`src/rtl/raster_pkg.sv`:
```
// rtl/raster_pkg.sv - shared scan state and default resolution for the raster pixel pipeline
package raster_pkg;

  typedef enum logic {
    IDLE = 1'b0,
    SCAN = 1'b1
  } scan_state_t;

  localparam int H_RES_DEF = 160;
  localparam int V_RES_DEF = 120;

endpackage

```
`src/rtl/wrap_counter.sv`:
```
// rtl/wrap_counter.sv - modulo-MAX counter with clear priority and terminal-count flag
module wrap_counter #(
  parameter int MAX = 4,
  parameter int W   = 2
) (
  input  logic         clk,
  input  logic         rst,
  input  logic         inc,
  input  logic         clr,
  output logic [W-1:0] count,
  output logic         at_max
);

  assign at_max = (count == W'(MAX - 1));

  always_ff @(posedge clk or negedge rst) begin
    if (!rst) begin
      count <= '0;
    end else if (clr) begin
      count <= '0;
    end else if (inc) begin
      count <= at_max ? '0 : count + W'(1);
    end
  end

endmodule

```
`src/rtl/raster_pixel_counter.sv`:
```
// rtl/raster_pixel_counter.sv - raster-order pixel walker with valid/ready output
// Optional frame counter output enabled by RASTER_FRAME_CNT_EN.
module raster_pixel_counter
  import raster_pkg::*;
#(
  parameter int H_RES      = H_RES_DEF,
  parameter int V_RES      = V_RES_DEF,
  parameter int X_W        = $clog2(H_RES),
  parameter int Y_W        = $clog2(V_RES),
  parameter int ADDR_W     = $clog2(H_RES * V_RES),
  parameter int CONTINUOUS = 0
) (
  input  logic              clk,
  input  logic              rst,
  input  logic              start,
  input  logic              abort,
  input  logic              ready,
  output logic              valid,
  output logic [X_W-1:0]    x,
  output logic [Y_W-1:0]    y,
  output logic [ADDR_W-1:0] addr,
  output logic              busy,
  output logic              frame_done
`ifdef RASTER_FRAME_CNT_EN
  ,
  output logic [15:0]       frame_count
`endif
);

  scan_state_t state;
  logic        xfer;
  logic        x_at_max;
  logic        y_at_max;
  logic        clr;
  logic        last_xfer;

  assign xfer      = (state == SCAN) && valid && ready;
  // abort beats a same-cycle transfer, so the counters clear rather than advance
  assign clr       = (state == SCAN) && abort;
  assign last_xfer = xfer && !abort && x_at_max && y_at_max;

  wrap_counter #(.MAX(H_RES), .W(X_W)) u_col (
    .clk    (clk),
    .rst    (rst),
    .inc    (xfer),
    .clr    (clr),
    .count  (x),
    .at_max (x_at_max)
  );

  wrap_counter #(.MAX(V_RES), .W(Y_W)) u_row (
    .clk    (clk),
    .rst    (rst),
    .inc    (xfer && x_at_max),
    .clr    (clr),
    .count  (y),
    .at_max (y_at_max)
  );

  always_ff @(posedge clk or negedge rst) begin
    if (!rst) begin
      state      <= IDLE;
      valid      <= 1'b0;
      busy       <= 1'b0;
      frame_done <= 1'b0;
      addr       <= '0;
    end else begin
      frame_done <= 1'b0;
      case (state)
        IDLE: begin
          if (start && !abort) begin
            state <= SCAN;
            valid <= 1'b1;
            busy  <= 1'b1;
          end
        end
        SCAN: begin
          if (abort) begin
            state <= IDLE;
            valid <= 1'b0;
            busy  <= 1'b0;
            addr  <= '0;
          end else if (last_xfer) begin
            addr       <= '0;
            frame_done <= 1'b1;
            if (CONTINUOUS == 0) begin
              state <= IDLE;
              valid <= 1'b0;
              busy  <= 1'b0;
            end
          end else if (xfer) begin
            addr <= addr + ADDR_W'(1);
          end
        end
        default: begin
          state <= IDLE;
          valid <= 1'b0;
          busy  <= 1'b0;
        end
      endcase
    end
  end

`ifdef RASTER_FRAME_CNT_EN
  always_ff @(posedge clk or negedge rst) begin
    if (!rst) begin
      frame_count <= '0;
    end else if (last_xfer && frame_count != 16'hFFFF) begin
      frame_count <= frame_count + 16'd1;
    end
  end
`endif

endmodule

```
`config.mk`:
```
export PLATFORM = sky130hd
export DESIGN_NAME = raster_pixel_counter
export DESIGN_NICKNAME = d
export VERILOG_FILES = /design/src/rtl/raster_pkg.sv /design/src/rtl/wrap_counter.sv /design/src/rtl/raster_pixel_counter.sv
export SDC_FILE = /design/constraint.sdc
export NUM_CORES = 1
export LEC_CHECK = 0
export CORE_UTILIZATION = 46
export DETAILED_ROUTE_END_ITERATION = 10
export PLACE_DENSITY = 0.72
export SYNTH_ARGS = -nofsm -noshare
export SYNTH_HDL_FRONTEND = slang
export SYNTH_HIERARCHICAL = 1
export SYNTH_SLANG_ARGS = --single-unit
```
`constraint.sdc`:
```
create_clock -name clk -period 2.2 [get_ports clk]
set_clock_uncertainty 0.05 [all_clocks]
set_input_delay 0.44 -clock clk [delete_from_list [all_inputs] [get_ports clk]]
set_output_delay 0.44 -clock clk [all_outputs]
set_load 0.02 [all_outputs]
```
Word level (Yosys, flattened, before mapping)
Cells that the tools add are included.
{"block": "totals", "wordCells": 48, "out_inout_bits": 33, "reg_bits": 33, "input_bits": 5}
{"block": "classes", "n_mux": 20, "n_addsub": 3, "n_reduce_logical": 14, "n_bitwise": 1, "eq_ne": 4}
{"op": "two-way mux 15 bit", "n": 3}
{"op": "two-way mux 8 bit", "n": 3}
{"op": "two-way mux 7 bit", "n": 3}
{"op": "adder 15 x 1 -> 15 bit, second input constant", "n": 1}
{"op": "two-way mux 1 bit", "n": 9}
{"op": "adder 8 x 1 -> 8 bit, second input constant", "n": 1}
{"op": "equality test 8 bit, second input constant", "n": 1}
{"op": "logical AND 1 bit", "n": 8}
{"op": "adder 7 x 1 -> 7 bit, second input constant", "n": 1}
{"op": "equality test 7 bit, second input constant", "n": 1}
{"op": "case mux 1 bit (2 select lines)", "n": 2}
{"op": "AND reduction 2 bit", "n": 2}
{"op": "nonzero test 2 bit", "n": 2}
{"op": "inequality test 3 x 2 -> 1 bit, second input constant", "n": 1}
{"op": "nonzero test 3 bit", "n": 1}
{"op": "inequality test 2 bit, second input constant", "n": 1}
{"op": "logical NOT 1 bit", "n": 1}
{"op": "inverter 1 bit", "n": 1}

Depth between registers and ports, before layout
Gate-level depths: netlist (run 1).
{"block": "logic_depth", "depth_word": 8, "ltp_mapped": 7, "depth_no_buf": 7}

By module
The synthesis (run 1) kept the hierarchy.
{"mod": "raster_pixel_counter", "n_inst": 1, "area_each_um2": 979.7, "cells_per_inst": 101, "seq_area_each_um2": 450.4}
{"mod": "wrap_counter (u_col)", "n_inst": 1, "area_each_um2": 437.9, "cells_per_inst": 39, "seq_area_each_um2": 200.2}
{"mod": "wrap_counter (u_row)", "n_inst": 1, "area_each_um2": 385.4, "cells_per_inst": 43, "seq_area_each_um2": 175.2}

Worst setup path after synthesis (run 1)
No wires, ideal clock.
{"block": "synth_path", "path_type": "register -> register", "startpoint": "register u_col.count[0]", "endpoint": "register u_row.count[5]", "required_ns": 2.068, "synth_period_minus_slack_ns": 2.213, "n_path_buf": 0, "setup_slack_ns": -0.013, "setup_time_ns": 0.082, "path_stages_with_launch": 8, "arrival_ns": 2.081, "cell_sequence": "dfrtp_1 -> ha_1 -> nand2_1 -> nor4_4 -> and2_1 -> inv_2 -> or4_1 -> a31oi_1"}
{"block": "synth_between", "elab_chain_cells": 3}
{"item": "from (decl)", "line_no": "wrap_counter.sv:10", "text": "output logic [W-1:0] count,"}
{"item": "from (signal assigned)", "line_no": "wrap_counter.sv:22", "text": "count <= at_max ? '0 : count + W'(1);"}
{"item": "equality test 8 bit", "line_no": "wrap_counter.sv:14", "text": "assign at_max = (count == W'(MAX - 1));"}
{"item": "net x_at_max", "line_no": "raster_pixel_counter.sv:32", "text": "logic x_at_max;"}
{"item": "logical AND 1 bit", "line_no": "raster_pixel_counter.sv:54", "text": ".inc (xfer && x_at_max),"}
{"item": "nonzero test 2 bit (no line)"}
{"item": "to (signal assigned)", "line_no": "wrap_counter.sv:22"}
{"item": "to (decl)", "line_no": "wrap_counter.sv:10"}
The timed path passes the listed nets, and every way through them passes these cells.
A chain may end at the register's enable or synchronous reset.

Worst setup path in the final report (run 1)
Ends and elaborated chain as after synthesis.

==> results of run 1 <==
## cell usage in the layout, fill, tap and decap left out, drive strengths merged, types with 2 or more instances in the layout
cell type | Yosys | final
o211ai | 3 | 3
clkbuf | 3 | 7
o31ai | 3 | 3
nor2b | 2 | 2
o21ai | 5 | 5
nand2 | 17 | 17
xor2 | 5 | 5
nor2 | 13 | 13
and3 | 2 | 2
ha | 3 | 3
nand3 | 9 | 9
a211oi | 2 | 2
or3 | 3 | 3
nand2b | 5 | 5
dfrtp | 33 | 33
clkdlybuf4s50 | 0 | 37
nor3b | 2 | 2
nand4 | 8 | 8
xnor2 | 5 | 5
buf | 4 | 12
nand3b | 2 | 2
or4 | 5 | 5
a21oi | 13 | 13
nor4 | 5 | 5
inv | 4 | 4
and2 | 4 | 4
a31oi | 7 | 7
## kinds of logic (layout without fill, tap and decap cells)
| kind of cell | count (synthesis) | count (layout) |
|---|---|---|
| AND/OR/NAND/NOR | 81 | 81 |
| AO/OA/AOI/OAI | 44 | 44 |
| flip-flops | 33 | 33 |
| buffers and inverters | 11 | 61 |
| XOR/XNOR | 10 | 10 |
| adder cells (fa/ha/maj) | 3 | 3 |
| multiplexers | 1 | 1 |
## power by group
group	internal (mW)	switching (mW)
registers	0.634	0.0458
clock network	0.369	0.234
logic	0.0981	0.113
total	1.10	0.393
## path summary, 6_finish.rpt
check,start,endpoint,slack [ns],cells past startpoint
worst max-delay path,u_col/count[0]$_DFFE_PN0P_,u_row/count[5]$_DFFE_PN0P_,0.19,7
worst min-delay path,rst,u_row/count[4]$_DFFE_PN0P_,0.50,2
worst max register to register,u_col/count[0]$_DFFE_PN0P_,u_row/count[5]$_DFFE_PN0P_,0.19,7
worst min register to register,u_col/count[7]$_DFFE_PN0P_,u_col/count[7]$_DFFE_PN0P_,0.52,1
max in group asynchronous,rst,u_col/count[0]$_DFFE_PN0P_,1.27,2
min in group clk,u_col/count[7]$_DFFE_PN0P_,u_col/count[7]$_DFFE_PN0P_,0.52,1
## final cells by class
class,instances,area share [%]
clock buffers,7,3.59
clock inverters,1,1.25
inverters,4,0.625
multi-input cells,139,38.4
flip-flops and latches,33,34.5
well taps,48,2.50
repair buffers,49,19.2
## registers in the layout (all words and copies together), names as in the netlist
signal       flops
addr            15
u_col/count      8
busy             1
frame_done       1
state            1
u_row/count      7
## critical path, cell delays in order (launching register included)
cell and delay, ns:
dfrtp_2 0.42, ha_1 0.25, nand2_1 0.11, nor4_4 0.16, and2_1 0.20, inv_2 0.07, or4_1 0.50, a31oi_1 0.17
## layer usage
layer	track usage, %	routed length (µm)	vias up
met2	39.7	2190	56
met4	7.50	51	0
met3	6.34	223	6
li1	-	-	780
met1	28.3	1880	822
met5	0	0	-
## stage by stage
stage          instances  setup TNS, ns  hold slack [ns]  utilization (%)
3_3_place_gp         273              0            0.455             61.5
3_5_place_dp         273        -0.0404            0.505             61.5
4_1_cts              281              0            0.514             64.6
2_1_floorplan        183              0           0.0944                -
5_1_grt              281              0            0.518             64.6
6_report             281              0            0.500             64.6
## synth_stat cells (all sizes together) (2+ instances only)
cell,count
ha,3
nand2,17
nand2b,5
dfrtp,33
a21oi,13
buf,4
nor2b,2
nor4,5
a211oi,2
o21ai,5
clkbuf,3
or3,3
a31oi,7
nand3b,2
xnor2,5
o31ai,3
nand4,8
nand3,9
and2,4
o211ai,3
and3,2
xor2,5
nor3b,2
nor2,13
or4,5
inv,4
==> run summary, run 1 <==
Status - completed
Synth cell types - 56
Slew HR - 71.3%
Final Cell Area - 0.00240 mm²
Overall Power - 1.49 mW
Initial core utilization - 48.5%
Post-synth EDFFs - 0
Row count - 22
Clock tree buffer depth - 2
Share of cells above drive strength 1 - 14.2%
Syn Inst Count - 183
Largest family of logic cells by synthesized area - simple AND/OR/NAND/NOR gates
CTS H-tree lvls - 2
Via-to-Cell Ratio - 5.92
ANT nets after route - 0
Wire per inst - 15.5 µm
Post-synth top area cell - dfrtp_1
Worst Path Arrival - 2.18 ns
Layout Nets - 240
Number of global-route vias before repair - 1595
Crit path kind - reg -> reg
Cts hold-fix bufs - 0
Top-area cell type share of the netlist area - 45.8%
Total global routing overflow - 0
Final max-slew violation count - 0
DRT iter0 DRCs - 104
First-pass GRT wire length - 7330 µm
Placeable core area - 0.00372 mm²
Final period util - 91.5%
Num Clock Sinks - 33
Class of the worst hold path - in -> async
Largest net degree at the start of global routing - 34
Post-Synthesis Cell Area - 0.00180 mm²
Synth top area cells - dfrtp_1, nand2_1, a21oi_1
Crit end category - register
Complex-gate fraction of the synthesized area - 16.6%
N_diodes - 0
Die X - 64.6 µm
Setup bufs post-CTS - 0
CTS Root Cell - clkbuf_8
Final hold vios - 0
RSZ-0062 raised after global routing - false
Area post-placement - 0.00229 mm²
Area occupied by multi-input gates - 922 µm²
Clk pin slew, worst setup/hold paths - 0.07 ns
FF/Latch Area - 828 µm²
Mux cell area share after synthesis - 0.555%
Worst-Margin Slew - 0.431 ns
# fillers - 321
Seq cells post-synth - 33
GP Congestion - 0.847
Peak supply drop - 0.000411 V
Simple-Gate Fraction of Synth Area - 27.1%
CTS tree - done
Leak pwr - 0.982 nW
Die Footprint - 0.00417 mm²
Crit path time final - 2.01 ns
Dpl hpwl - 3010 µm
Mapped Avg Cell Area - 9.85 µm²
Post-Synth Adder-Cell Area - 2.08%
Setup violations, final - 0
# resized after CTS - 0
CTS buffer count - 5
Layout Area Growth over Synthesis - 33.2%
CP max FO - 6
Total number of vias - 1664
Max-Cap Viols - 0
Critical path startpoint category - register
PwrDens - 622 mW/mm²
Synth Flop Type - dfrtp_1
Drt total wl - 4340 µm
Synth async-reset ratio - 100%
I/O pin cnt - 38
Final Worst Setup Slack - 0.187 ns
Worst-Skew Late Latency - 0.29 ns
Data required time of the worst path - 2.37 ns
Global-route usage over all layers - 23.3%
Xor and xnor area share after synthesis - 4.86%
Post-synthesis sequential area ratio - 45.8%
Initial antenna violation count - 0
Drt pass-1 iters - 4
Die height - 64.6 µm
Place WS - -0.0295 ns
Port bufs - 37
Warnings from Yosys - 6
Fmax achieved - 497 MHz
Mapped Nets - 191
DRC Markers - 0
Note: power is estimated with default switching activity, not from simulation.
==> inputs of run 2 (changes only) <==
--- a/config.mk
+++ b/config.mk
@@ -5,9 +5,10 @@
 export SDC_FILE = /design/constraint.sdc
 export NUM_CORES = 1
 export LEC_CHECK = 0
-export CORE_UTILIZATION = 46
+export CORE_UTILIZATION = 50
+export CTS_CLUSTER_SIZE = 20
 export DETAILED_ROUTE_END_ITERATION = 10
-export PLACE_DENSITY = 0.72
+export PLACE_DENSITY = 0.75
 export SYNTH_ARGS = -nofsm -noshare
 export SYNTH_HDL_FRONTEND = slang
 export SYNTH_HIERARCHICAL = 1
==> constraint.sdc (replaced) <==
create_clock -name clk -period 2.5 [get_ports clk]
set_clock_uncertainty 0.05 [all_clocks]
set_input_delay 0.5 -clock clk [delete_from_list [all_inputs] [get_ports clk]]
set_output_delay 0.5 -clock clk [all_outputs]
set_load 0.005 [all_outputs]
==> run 2 against run 1 <==
  * Worst hold slack worse by 0.0058 ns
  * Critical path depth increased by 1
  * Maximum frequency shrank 13%
  * Power decreased by 30%
  * Global-route usage rose by 0.68 points
  * Flip-flop and latch count stayed put
  * Sequential share of layout area increased by 1.3 points
  * Via count is 3.4% lower
  * Critical path type unchanged
  * Largest cell class unchanged
==> run summary, run 2 (synthesis gave the netlist of run 1 again) <==
DRT iter0 DRCs - 112
GP Congestion - 0.818
R2r startpoint - u_col/count[0]$_DFFE_PN0P_
Final Util - 68.0%
Area occupied by multi-input gates - 922 µm²
Num Clock Sinks - 33
Largest stage delay on the critical path - 0.45 ns
Largest net degree at the start of global routing - 34
Slew HR - 67.0%
CTS tree - done
PwrDens - 453 mW/mm²
Commonest non-fill, non-tap cell in the layout - clkdlybuf4s50_1
Drt pass-1 iters - 4
Total number of vias - 1607
Largest reg by FF count - addr
Met3 Track Usage GR - 5.80%
Fmax achieved - 430 MHz
Crit path kind - reg -> reg
CTS buffer count - 5
Setup violations, final - 0
Final max-slew violation count - 0
Final Worst Setup Slack - 0.173 ns
Row count - 21
Initial core utilization - 53.2%
CP max FO - 8
Worst reg-to-reg path cell count - 8
Hold Path Depth - 1
Class of the worst hold path - reg -> reg
# fillers - 282
N_diodes - 0
Initial antenna violation count - 0
Crit end category - register
Leak pwr - 0.940 nW
Worst-path cell chain - ha_1, nand2_1, nor4_4, and2_1, buf_4, nand4_1, o21bai_1, o31ai_1
Place WS - 0.100 ns
Final hold vios - 0
RSZ-0062 raised after global routing - false
CP Depth - 8
Worst-Skew Late Latency - 0.33 ns
Max reg flops - 15
CP max-delay cell - dfrtp_1
Share of cells above drive strength 1 - 11.4%
Die height - 62.1 µm
Largest regs - addr: 15 flops, u_col/count: 8 flops, u_row/count: 7 flops
Clk pin slew, worst setup/hold paths - 0.09 ns
GR peak layer - met2
Crit path time final - 2.33 ns
First-pass GRT wire length - 6730 µm
Total Neg Setup Slack - 0 ns
Worst path top cell family by delay - simple AND/OR/NAND/NOR gates
Clock tree buffer depth - 2
Min Hold Slack - 0.494 ns
Peak supply drop - 0.000278 V
Met1 GRT Util - 29.8%
Placeable core area - 0.00339 mm²
Max-Cap Viols - 0
Wire per inst - 15.1 µm
Die X - 62.1 µm
Dpl hpwl - 3000 µm
Reg2reg end - u_row/count[3]$_DFFE_PN0P_
Reg2reg setup slack - 0.17 ns
Number of global-route vias before repair - 1532
Global-route usage over all layers - 24.0%
# resized after CTS - 0
DRC Markers - 0
I/O pin cnt - 38
Critical path buffers and inverters - 1
Finished Layout Cells - 274
Worst Setup SP - u_col/count[0]$_DFFE_PN0P_
FF/Latch Area - 826 µm²
Drt total wl - 4140 µm
Setup crit end - u_row/count[3]$_DFFE_PN0P_
Worst Path Arrival - 2.50 ns
CTS Root Cell - clkbuf_4
Total global routing overflow - 0
Commonest cells after routing, fill and taps aside - clkdlybuf4s50_1, dfrtp_1, nand2_1
Number of cells after detailed placement - 267
M2 GR Usage - 40.3%
Data required time of the worst path - 2.68 ns
Worst-Margin Slew - 0.492 ns
Final period util - 93.1%
Port bufs - 37
Die Footprint - 0.00385 mm²
Critical path startpoint category - register
Layout Nets - 236
Setup bufs post-CTS - 0
ANT nets after route - 0
CTS H-tree lvls - 2
Via-to-Cell Ratio - 5.86
Status - completed
Layout Area Growth over Synthesis - 27.9%
Cts hold-fix bufs - 0
-- run 2: cell count changes in the layout (fill, tap and decap cells not counted), sizes merged --
cell / delta
buf: -4
bufinv: -1
-- run 2: report_power, final --
part	switching (mW)	internal (mW)	leakage, nW
registers	0.0399	0.555	0.452
logic	0.0692	0.0801	0.457
clock network	0.168	0.133	0.0314
-- run 2: area by class of cell --
class / count / share of cell area (%)
Timing Repair Buffer: 45 / 18.7
Inverter: 4 / 0.651
Clock buffer: 7 / 2.39
Multi-Input combinational cell: 139 / 40.0
Tap cell: 46 / 2.50
Sequential cell: 33 / 35.8
-- run 2: layer usage --
| metal | vias up | wire, µm |
|---|---|---|
| li1 | 774 | - |
| met1 | 776 | 1790 |
| met2 | 51 | 2090 |
| met3 | 6 | 211 |
| met4 | 0 | 57 |
| met5 | - | 0 |
-- run 2: metrics by stage --
stage,power [mW],cell area [µm²]
CTS,1.06,2310
finish,1.04,2310
global route,1.10,2310
global placement,0.750,2250
detailed placement,0.757,2250
floorplan,0.667,1800
-- run 2: worst min-delay path by stage --
stage	startpoint	to
global placement	u_col/count[7]$_DFFE_PN0P_	u_col/count[7]$_DFFE_PN0P_
finish	u_col/count[7]$_DFFE_PN0P_	u_col/count[7]$_DFFE_PN0P_
global route	u_col/count[7]$_DFFE_PN0P_	u_col/count[7]$_DFFE_PN0P_
CTS	u_col/count[7]$_DFFE_PN0P_	u_col/count[7]$_DFFE_PN0P_
detailed placement	u_col/count[7]$_DFFE_PN0P_	u_col/count[7]$_DFFE_PN0P_
floorplan	rst	addr[0]$_DFFE_PN0P_
==> inputs of run 3 (changes only) <==
--- a/config.mk
+++ b/config.mk
@@ -8,7 +8,9 @@
 export CORE_UTILIZATION = 50
 export CTS_CLUSTER_SIZE = 20
 export DETAILED_ROUTE_END_ITERATION = 10
+export GPL_TIMING_DRIVEN = 0
 export PLACE_DENSITY = 0.75
+export RECOVER_POWER = 50
 export SYNTH_ARGS = -nofsm -noshare
 export SYNTH_HDL_FRONTEND = slang
 export SYNTH_HIERARCHICAL = 1
==> constraint.sdc (replaced) <==
create_clock -name clk -period 2.7 [get_ports clk]
set_clock_uncertainty 0.05 [all_clocks]
set_input_delay 0.54 -clock clk [delete_from_list [all_inputs] [get_ports clk]]
set_output_delay 0.54 -clock clk [all_outputs]
set_load 0.005 [all_outputs]
==> run 3 against run 2 <==
  * The run now ends with max-capacitance violations, max-slew violations left
  * Maximum frequency fell by 2.6%
  * Cell area shrank 1.2%
  * Sequential share of layout area up 0.43 points
  * Global-route usage fell by 0.44 points
  * Power down 7.5%
  * Worst hold slack got worse by 0.011 ns
  * Cell count shrank 0.36%
  * Worst setup slack gained 0.14 ns
  * Flip-flop and latch count is the same
  * Critical path type unchanged
  * Largest cell class unchanged
==> run summary, run 3 (synthesis gave the netlist of run 1 again) <==
HP Start - u_col/count[7]$_DFFE_PN0P_
I/O pin cnt - 38
# fillers - 283
CTS Root Cell - clkbuf_4
Slew HR - -16.2%
Layout Nets - 235
Initial antenna violation count - 0
Clk pin slew, worst setup/hold paths - 0.09 ns
First-pass GRT wire length - 6560 µm
Max reg flops - 15
Worst-Skew Late Latency - 0.32 ns
Leak pwr - 0.956 nW
Die height - 62.1 µm
Drt total wl - 4100 µm
Die Footprint - 0.00385 mm²
Class of the worst hold path - reg -> reg
Peak supply drop - 0.000298 V
# resized after CTS - 0
Layout Area Growth over Synthesis - 26.4%
CTS tree - done
Dpl hpwl - 3000 µm
Final period util - 88.5%
Crit end category - register
Die X - 62.1 µm
Commonest non-fill, non-tap cell in the layout - dfrtp_1
ANT nets after route - 0
Total number of vias - 1598
Global-route usage over all layers - 23.5%
R2r startpoint - u_col/count[0]$_DFFE_PN0P_
DRC Markers - 0
Area occupied by multi-input gates - 922 µm²
Overall Power - 0.967 mW
Via-to-Cell Ratio - 5.85
Worst-Margin Slew - 1.74 ns
Worst Path Arrival - 2.59 ns
Setup bufs post-CTS - 0
Drt pass-1 iters - 4
Final hold vios - 0
RSZ-0062 raised after global routing - false
CP max FO - 8
Largest reg by FF count - addr
Setup violations, final - 0
Total global routing overflow - 0
DRT iter0 DRCs - 79
Crit path time final - 2.39 ns
Status - finished with violations
Commonest cells after routing, fill and taps aside - dfrtp_1, clkdlybuf4s50_1, nand2_1
Fmax achieved - 419 MHz
Max-Cap Viols - 1
Worst Setup SP - u_col/count[0]$_DFFE_PN0P_
Final max-slew violation count - 34
CTS H-tree lvls - 2
Row count - 21
Largest regs - addr: 15 flops, u_col/count: 8 flops, u_row/count: 7 flops
Total Neg Setup Slack - 0 ns
CTS buffer count - 5
Cts hold-fix bufs - 0
Clock tree buffer depth - 2
Data required time of the worst path - 2.90 ns
Wire per inst - 15.0 µm
Critical path startpoint category - register
Largest net degree at the start of global routing - 34
N_diodes - 0
Num Clock Sinks - 33
Port bufs - 37
Crit path kind - reg -> reg
Share of cells above drive strength 1 - 9.25%
Initial core utilization - 53.2%
GP Congestion - 0.809
Placeable core area - 0.00339 mm²
Failing checks - max-capacitance violations, max-slew violations
Number of global-route vias before repair - 1500
FF/Latch Area - 826 µm²
PwrDens - 424 mW/mm²
## run 3: changes by cell type in the layout (fill, tap and decap cells not counted), moves of 4 or more
| cell | previous run | this run |
|---|---|---|
| buf_4 | 8 | 1 |
| clkbuf_1 | 1 | 5 |
| clkdlybuf4s50_1 | 37 | 24 |
| dlygate4sd3_1 | 0 | 12 |
## run 3: worst paths after layout
kind / end / depth (start not counted) / slack [ns]
max reg2reg: u_row/count[5]$_DFFE_PN0P_ / 7 / 0.31
max in group asynchronous: addr[4]$_DFFE_PN0P_ / 1 / 0.98
min in group asynchronous: u_row/count[2]$_DFFE_PN0P_ / 1 / 0.61
max: u_row/count[5]$_DFFE_PN0P_ / 7 / 0.31
min: u_col/count[7]$_DFFE_PN0P_ / 1 / 0.48
min reg2reg: u_col/count[7]$_DFFE_PN0P_ / 1 / 0.48
## run 3: per-stage QoR
step	instance area, µm²	setup slack (ns)	util (%)	std cells	hold slack [ns]
floorplan	1800	0.611	-	183	0.194
global placement	2230	0.174	65.8	266	0.463
detailed placement	2230	0.0946	65.7	266	0.483
CTS	2280	0.310	67.3	273	0.229
global route	2280	0.0900	67.2	273	0.507
finish	2280	0.311	67.2	273	0.483
## run 3: worst max-delay path, stage by stage (launching register included)
cell and delay, ns:
dfrtp_1 0.44, ha_1 0.25, nand2_1 0.11, nor4_4 0.35, and2_1 0.33, inv_2 0.10
or4_1 0.50, a31oi_1 0.17
## run 3: cell type report
cell class | instances | area share, %
inverter | 4 | 0.659
timing repair buffer | 37 | 16.0
clock buffer | 7 | 2.42
tap | 46 | 2.53
buffer | 7 | 1.70
multi-input combinational | 139 | 40.5
sequential | 33 | 36.2
## run 3: power by group
| part | switching [mW] | internal [mW] | leakage, nW |
|---|---|---|---|
| logic | 0.0678 | 0.0729 | 0.473 |
| registers | 0.0327 | 0.514 | 0.452 |
| clock network | 0.156 | 0.123 | 0.0314 |
## run 3: layer usage
| metal | up-vias | GRT usage (%) | routed length (µm) |
|---|---|---|---|
| met5 | - | 0 | 0 |
| met4 | 0 | 6.98 | 36 |
| met3 | 4 | 6.21 | 189 |
| met2 | 52 | 40.6 | 2090 |
| met1 | 764 | 28.8 | 1780 |
| li1 | 778 | - | - |
